<file path="config.mk">
export PLATFORM = sky130hd
export DESIGN_NAME = conv_seq_ctrl_flat
export DESIGN_NICKNAME = d
export VERILOG_FILES = /design/src/rtl/conv_seq_ctrl_if.sv /design/src/rtl/conv_seq_ctrl.sv /design/src/flat_wrapper.sv
export SDC_FILE = /design/constraint.sdc
export NUM_CORES = 1
export LEC_CHECK = 0
export CAP_MARGIN = 20
export CORE_UTILIZATION = 35
export DETAILED_ROUTE_END_ITERATION = 8
export HOLD_SLACK_MARGIN = 0.02
export SYNTH_ARGS = -nofsm -noshare
export SYNTH_HDL_FRONTEND = slang
export SYNTH_SLANG_ARGS = --single-unit
</file>
<file path="constraint.sdc">
create_clock -name clk -period 2.35 [get_ports clk]
set_input_delay 0.235 -clock clk [delete_from_list [all_inputs] [get_ports clk]]
set_output_delay 0.235 -clock clk [all_outputs]
set_load 0.02 [all_outputs]
</file>
<file path="src/rtl/conv_seq_ctrl_if.sv">
// Handshake and configuration bundle between the conv sequencer and its
// neighbours (APB register block on the control side, datapath on the other).
interface conv_seq_ctrl_if #(
  parameter int CH_W   = 10,
  parameter int FLEN_W = 6
);
  logic              conv_start;
  logic              conv_abort;
  logic [CH_W-1:0]   num_inch;
  logic [CH_W-1:0]   num_outch;
  logic [FLEN_W-1:0] flen;
  logic              f_writedone;
  logic              b_writedone;
  logic              w_writedone;
  logic              comp_done;
  logic              send_done;
  logic              f_load_en;
  logic              b_load_en;
  logic              w_load_en;
  logic              comp_start;
  logic              rdy_to_send;
  logic [CH_W-1:0]   cur_outch;
  logic [CH_W-1:0]   num_inch_q;
  logic [FLEN_W-1:0] flen_q;
  logic              busy;
  logic              cfg_err;
  logic              conv_done;

  modport master (
    input  conv_start, conv_abort, num_inch, num_outch, flen,
           f_writedone, b_writedone, w_writedone, comp_done, send_done,
    output f_load_en, b_load_en, w_load_en, comp_start, rdy_to_send,
           cur_outch, num_inch_q, flen_q, busy, cfg_err, conv_done
  );

  modport slave (
    output conv_start, conv_abort, num_inch, num_outch, flen,
           f_writedone, b_writedone, w_writedone, comp_done, send_done,
    input  f_load_en, b_load_en, w_load_en, comp_start, rdy_to_send,
           cur_outch, num_inch_q, flen_q, busy, cfg_err, conv_done
  );
endinterface

</file>
<file path="src/rtl/conv_seq_ctrl.sv">
// Phase sequencer: feature load, bias load, per-output-channel weight load and
// compute, result streaming, then a one-cycle completion pulse.
module conv_seq_ctrl #(
  parameter int CH_W   = 10,
  parameter int FLEN_W = 6
) (
  input logic             clk,
  input logic             rstn,
  conv_seq_ctrl_if.master bus
);
  typedef enum logic [2:0] {
    S_IDLE, S_LOAD_F, S_LOAD_B, S_LOAD_W, S_COMP, S_SEND, S_DONE
  } state_t;

  state_t            r_state;
  state_t            w_next;
  logic [CH_W-1:0]   r_num_inch_q;
  logic [CH_W-1:0]   r_num_outch_q;
  logic [CH_W-1:0]   r_cur_outch;
  logic [FLEN_W-1:0] r_flen_q;
  logic              r_cfg_err;
  logic              r_comp_start;
  logic              w_start_ok;
  logic              w_cfg_bad;
  logic              w_last_ch;

  // Abort in IDLE swallows a coincident start.
  assign w_start_ok = bus.conv_start && !bus.conv_abort;
  assign w_cfg_bad  = (bus.num_inch == '0) || (bus.num_outch == '0) || (bus.flen == '0);
  assign w_last_ch  = (r_cur_outch == r_num_outch_q - CH_W'(1));

  always_ff @(posedge clk or negedge rstn) begin
    if (!rstn) r_state <= S_IDLE;
    else       r_state <= w_next;
  end

  always_comb begin
    w_next = r_state;
    if (r_state != S_IDLE && bus.conv_abort) begin
      w_next = S_IDLE;
    end else begin
      case (r_state)
        S_IDLE:   if (w_start_ok)      w_next = w_cfg_bad ? S_DONE : S_LOAD_F;
        S_LOAD_F: if (bus.f_writedone) w_next = S_LOAD_B;
        S_LOAD_B: if (bus.b_writedone) w_next = S_LOAD_W;
        S_LOAD_W: if (bus.w_writedone) w_next = S_COMP;
        S_COMP:   if (bus.comp_done)   w_next = S_SEND;
        S_SEND:   if (bus.send_done)   w_next = w_last_ch ? S_DONE : S_LOAD_W;
        S_DONE:                        w_next = S_IDLE;
        default:                       w_next = S_IDLE;
      endcase
    end
  end

  // comp_start is registered off the LOAD_W->COMP transition so it marks
  // exactly the first COMP cycle.
  always_ff @(posedge clk or negedge rstn) begin
    if (!rstn) begin
      r_num_inch_q  <= '0;
      r_num_outch_q <= '0;
      r_flen_q      <= '0;
      r_cur_outch   <= '0;
      r_cfg_err     <= 1'b0;
      r_comp_start  <= 1'b0;
    end else begin
      r_comp_start <= (r_state == S_LOAD_W) && bus.w_writedone && !bus.conv_abort;
      if (r_state == S_IDLE && w_start_ok) begin
        r_num_inch_q  <= bus.num_inch;
        r_num_outch_q <= bus.num_outch;
        r_flen_q      <= bus.flen;
        r_cur_outch   <= '0;
        r_cfg_err     <= w_cfg_bad;
      end else if (r_state == S_SEND && bus.send_done && !bus.conv_abort && !w_last_ch) begin
        r_cur_outch <= r_cur_outch + CH_W'(1);
      end
    end
  end

  assign bus.f_load_en   = (r_state == S_LOAD_F);
  assign bus.b_load_en   = (r_state == S_LOAD_B);
  assign bus.w_load_en   = (r_state == S_LOAD_W);
  assign bus.rdy_to_send = (r_state == S_SEND);
  assign bus.conv_done   = (r_state == S_DONE);
  assign bus.busy        = (r_state != S_IDLE);
  assign bus.comp_start  = r_comp_start;
  assign bus.cur_outch   = r_cur_outch;
  assign bus.num_inch_q  = r_num_inch_q;
  assign bus.flen_q      = r_flen_q;
  assign bus.cfg_err     = r_cfg_err;
endmodule

</file>
<file path="src/flat_wrapper.sv">
// flat-port wrapper written by rule: the top's interface ports become plain ports
module conv_seq_ctrl_flat 
#(
  parameter int CH_W   = 10,
  parameter int FLEN_W = 6
)
  (clk, rstn, bus_conv_start, bus_conv_abort, bus_num_inch, bus_num_outch, bus_flen, bus_f_writedone, bus_b_writedone, bus_w_writedone, bus_comp_done, bus_send_done, bus_f_load_en, bus_b_load_en, bus_w_load_en, bus_comp_start, bus_rdy_to_send, bus_cur_outch, bus_num_inch_q, bus_flen_q, bus_busy, bus_cfg_err, bus_conv_done);
  conv_seq_ctrl_if #(.CH_W(CH_W), .FLEN_W(FLEN_W)) bus_i ();
  input logic clk;
  input logic rstn;
  input wire logic [$bits(bus_i.conv_start)-1:0] bus_conv_start;
  input wire logic [$bits(bus_i.conv_abort)-1:0] bus_conv_abort;
  input wire logic [$bits(bus_i.num_inch)-1:0] bus_num_inch;
  input wire logic [$bits(bus_i.num_outch)-1:0] bus_num_outch;
  input wire logic [$bits(bus_i.flen)-1:0] bus_flen;
  input wire logic [$bits(bus_i.f_writedone)-1:0] bus_f_writedone;
  input wire logic [$bits(bus_i.b_writedone)-1:0] bus_b_writedone;
  input wire logic [$bits(bus_i.w_writedone)-1:0] bus_w_writedone;
  input wire logic [$bits(bus_i.comp_done)-1:0] bus_comp_done;
  input wire logic [$bits(bus_i.send_done)-1:0] bus_send_done;
  output wire logic [$bits(bus_i.f_load_en)-1:0] bus_f_load_en;
  output wire logic [$bits(bus_i.b_load_en)-1:0] bus_b_load_en;
  output wire logic [$bits(bus_i.w_load_en)-1:0] bus_w_load_en;
  output wire logic [$bits(bus_i.comp_start)-1:0] bus_comp_start;
  output wire logic [$bits(bus_i.rdy_to_send)-1:0] bus_rdy_to_send;
  output wire logic [$bits(bus_i.cur_outch)-1:0] bus_cur_outch;
  output wire logic [$bits(bus_i.num_inch_q)-1:0] bus_num_inch_q;
  output wire logic [$bits(bus_i.flen_q)-1:0] bus_flen_q;
  output wire logic [$bits(bus_i.busy)-1:0] bus_busy;
  output wire logic [$bits(bus_i.cfg_err)-1:0] bus_cfg_err;
  output wire logic [$bits(bus_i.conv_done)-1:0] bus_conv_done;
  assign bus_i.conv_start = bus_conv_start;
  assign bus_i.conv_abort = bus_conv_abort;
  assign bus_i.num_inch = bus_num_inch;
  assign bus_i.num_outch = bus_num_outch;
  assign bus_i.flen = bus_flen;
  assign bus_i.f_writedone = bus_f_writedone;
  assign bus_i.b_writedone = bus_b_writedone;
  assign bus_i.w_writedone = bus_w_writedone;
  assign bus_i.comp_done = bus_comp_done;
  assign bus_i.send_done = bus_send_done;
  assign bus_f_load_en = bus_i.f_load_en;
  assign bus_b_load_en = bus_i.b_load_en;
  assign bus_w_load_en = bus_i.w_load_en;
  assign bus_comp_start = bus_i.comp_start;
  assign bus_rdy_to_send = bus_i.rdy_to_send;
  assign bus_cur_outch = bus_i.cur_outch;
  assign bus_num_inch_q = bus_i.num_inch_q;
  assign bus_flen_q = bus_i.flen_q;
  assign bus_busy = bus_i.busy;
  assign bus_cfg_err = bus_i.cfg_err;
  assign bus_conv_done = bus_i.conv_done;
  conv_seq_ctrl #(.CH_W(CH_W), .FLEN_W(FLEN_W)) u_core (.clk(clk), .rstn(rstn), .bus(bus_i));
endmodule
</file>
==> flow_summary.json <==
{
  "status": "completed",
  "grt_max_degree": 42,
  "cts_sinks": 41,
  "synth_top_flop_cell": "dfrtp_1",
  "dp_cells": 409,
  "yosys_warnings": 0,
  "drv_slew": 0,
  "grt_util_all_layers_pct": 17.4,
  "setup_ws_ns": 0.127,
  "ir_worst_vdd_uv": 542,
  "wl_per_cell_um": 13.8,
  "fillers": 633,
  "grt_pass1_wl_mm": 9.79,
  "maxCapViolations": 0,
  "drc": 0,
  "combPwrFrac_pct": 47.6,
  "io_pins": 69,
  "multiInputGateArea_um2": 1210,
  "finalHoldViolCount": 0,
  "fin_setup_tns_ns": 0,
  "antenna_found_initial": 0,
  "seqPwrFrac_pct": 37.7,
  "critPathLaunchType": "flop",
  "layout_common_cells": "nand2_1 (90), clkdlybuf4s50_1 (67), dfrtp_1 (41), nor2_1 (14), buf_4 (13)",
  "critical_path_class": "reg -> reg",
  "cts.reportedPaths.clkPinSlew_ns": 0.09,
  "synth_area_leaders": "dfrtp_1 (45%), nand2_1 (15%), mux2i_1 (3.5%)",
  "grt_pass1_vias": 2002,
  "setup_viol": 0,
  "tritoncts": "yes",
  "cts_buffers": 5,
  "end_kind": "flop",
  "cp.arrival_ns": 2.41,
  "internal_power_mw": 1.85,
  "synth_cells": 265,
  "cellLeakagePower_nw": 1.52,
  "drive_gt1_share_pct": 10.0,
  "diodes": 0,
  "syn_area_um2": 2300,
  "rsz0062_at_grt": "no",
  "cts_root_buffer": "clkbuf_8",
  "dpl.hpwl_mm": 4.13,
  "final_common_cell": "nand2_1",
  "syn_to_final_growth_pct": 40.7,
  "synth_seq_cells": 41,
  "synth_top_area_share_pct": 44.6,
  "worstPathMaxFanout": 13,
  "powerDensity_nw_per_um2": 968,
  "avgSynthCellArea_um2": 8.67,
  "post-place-ws_ns": 0.0421,
  "fmax_mhz": 450,
  "min_period_ns": 2.22,
  "vias_per_cell": 5.02,
  "synth_edf_count": 0,
  "finalCritPeriodShare_pct": 94.6,
  "clk_latency_ns": 0.29,
  "slew_headroom_pct": 37.7,
  "dr.pass1.iters": 4,
  "synthesis.nets": 302,
  "fin_nets": 376,
  "hp-class": "in -> async",
  "tightest_slew_ns": 0.935,
  "ys_types": 49,
  "synth_top_area_cell": "dfrtp_1",
  "gp_congestion": 0.773,
  "ant_nets": 0,
  "rows": 29,
  "first_iter_violations": 75,
  "die_h_um": 83.0,
  "hold_buffers": 0,
  "die_w_um": 83.0,
  "ys_seq_area_share_pct": 44.6,
  "via_count": 2094,
  "skew_ns": 0.00542,
  "seq_area_um2": 1030,
  "clock_path_buffers": 2,
  "instances_no_fill": 417,
  "core_um2": 6350,
  "gr-total-overflow": 0,
  "dieArea_um2": 6890,
  "switching_share_pct": 41.0,
  "synth-async-reset-ratio_pct": 100,
  "wl_mm": 5.75,
  "power_frac_clock_pct": 14.7,
  "cp.required_ns": 2.54,
  "start_util_pct": 36.2,
  "htreeDepth": 2,
  "power.switching_mw": 1.28,
  "port_buffers": 68
}
[flip-flops by register name, indices dropped and copies added, names as in the netlist]
signal	count
u_core.bus.cur_outch	10
u_core.bus.num_inch_q	10
u_core.r_num_outch_q	10
u_core.bus.flen_q	6
u_core.r_state	3
u_core.bus.cfg_err	1
u_core.bus.comp_start	1
[area by class of cell]
type | instances | share of cell area, %
multi-input cells | 204 | 37.5
flip-flops and latches | 41 | 31.7
repair buffers | 82 | 24.5
well taps | 77 | 2.98
clock buffers | 5 | 2.13
inverters | 5 | 0.580
clock inverters | 3 | 0.542
[power groups by stage]
stage / clock network, mW / registers, mW / logic, mW
2_1_floorplan: 0 / 1.31 / 0.726
5_1_grt: 0.517 / 1.22 / 1.63
6_report: 0.461 / 1.18 / 1.49
3_3_place_gp: 0 / 1.18 / 1.44
4_1_cts: 0.482 / 1.18 / 1.46
3_5_place_dp: 0 / 1.18 / 1.45
[kinds of logic after synthesis]
family | count (synthesis) | synth area share, %
AOI/OAI and AO/OA | 29 | 9.47
xor gates and xnor gates | 14 | 5.33
adders and majority gates | 2 | 1.09
buffers and inverters | 20 | 3.92
DFF | 41 | 44.6
muxes | 8 | 3.48
and+or+nand+nor | 151 | 32.1
[path summary, 6_finish.rpt]
path	from	to	slack (ns)	depth (start not counted)
max	u_core.r_num_outch_q[6]$_DFFE_PN0P_	u_core.bus.cur_outch[8]$_DFFE_PN0P_	0.13	7
min in group clk	u_core.bus.flen_q[2]$_DFFE_PN0P_	u_core.bus.flen_q[2]$_DFFE_PN0P_	0.48	2
min reg2reg	u_core.bus.flen_q[2]$_DFFE_PN0P_	u_core.bus.flen_q[2]$_DFFE_PN0P_	0.48	2
min	rstn	u_core.bus.num_inch_q[2]$_DFFE_PN0P_	0.07	1
max in group asynchronous	rstn	u_core.bus.cur_outch[5]$_DFFE_PN0P_	1.69	1
max reg2reg	u_core.r_num_outch_q[6]$_DFFE_PN0P_	u_core.bus.cur_outch[8]$_DFFE_PN0P_	0.13	7
[synthesized netlist by cell type, types with 3 or more instances]
library cell and instances:
nor2b_1 4, nand2b_1 3, inv_1 5, o21ai_0 3, nand2_1 90, a21oi_1 5, nand3_1 5, nand4_1 5
nor4_1 4, mux2i_1 8, and3b_1 4, nor2_1 14, xor2_1 9, dfrtp_1 41, nor3b_1 6, xnor2_1 5
clkbuf_1 13
[per-stage QoR]
step	area, µm²	util, %	hold WS [ns]	power, mW
final	3230	50.9	0.0749	3.13
after global routing	3230	50.9	0.148	3.36
after CTS	3210	50.5	0.115	3.12
after detailed placement	3120	49.2	0.444	2.64
after global placement	3120	49.2	0.436	2.61
after floorplan	2300	-	-0.0606	2.04
[per-layer routing]
layer | track usage [%] | vias to the layer above | wire [µm]
met5 | 0 | - | 0
met2 | 25.9 | 57 | 2530
met4 | 4.23 | 0 | 31
li1 | - | 1040 | -
met3 | 4.47 | 4 | 302
met1 | 25.2 | 993 | 2890
[critical path: stages, from the launching register on]
cell and delay (ns):
dfrtp_1 0.46, nor4_2 0.32, xnor2_1 0.15, a41oi_1 0.19, a2111oi_4 0.44, a21oi_4 0.19, nor3b_1 0.19, o21a_1 0.17
[repair_timing]
action	in CTS	in global routing
buffers inserted	0	0
endpoints found under the setup margin	0	10
gates resized for setup	0	3
No activity file was read; power rests on OpenSTA's default activity.
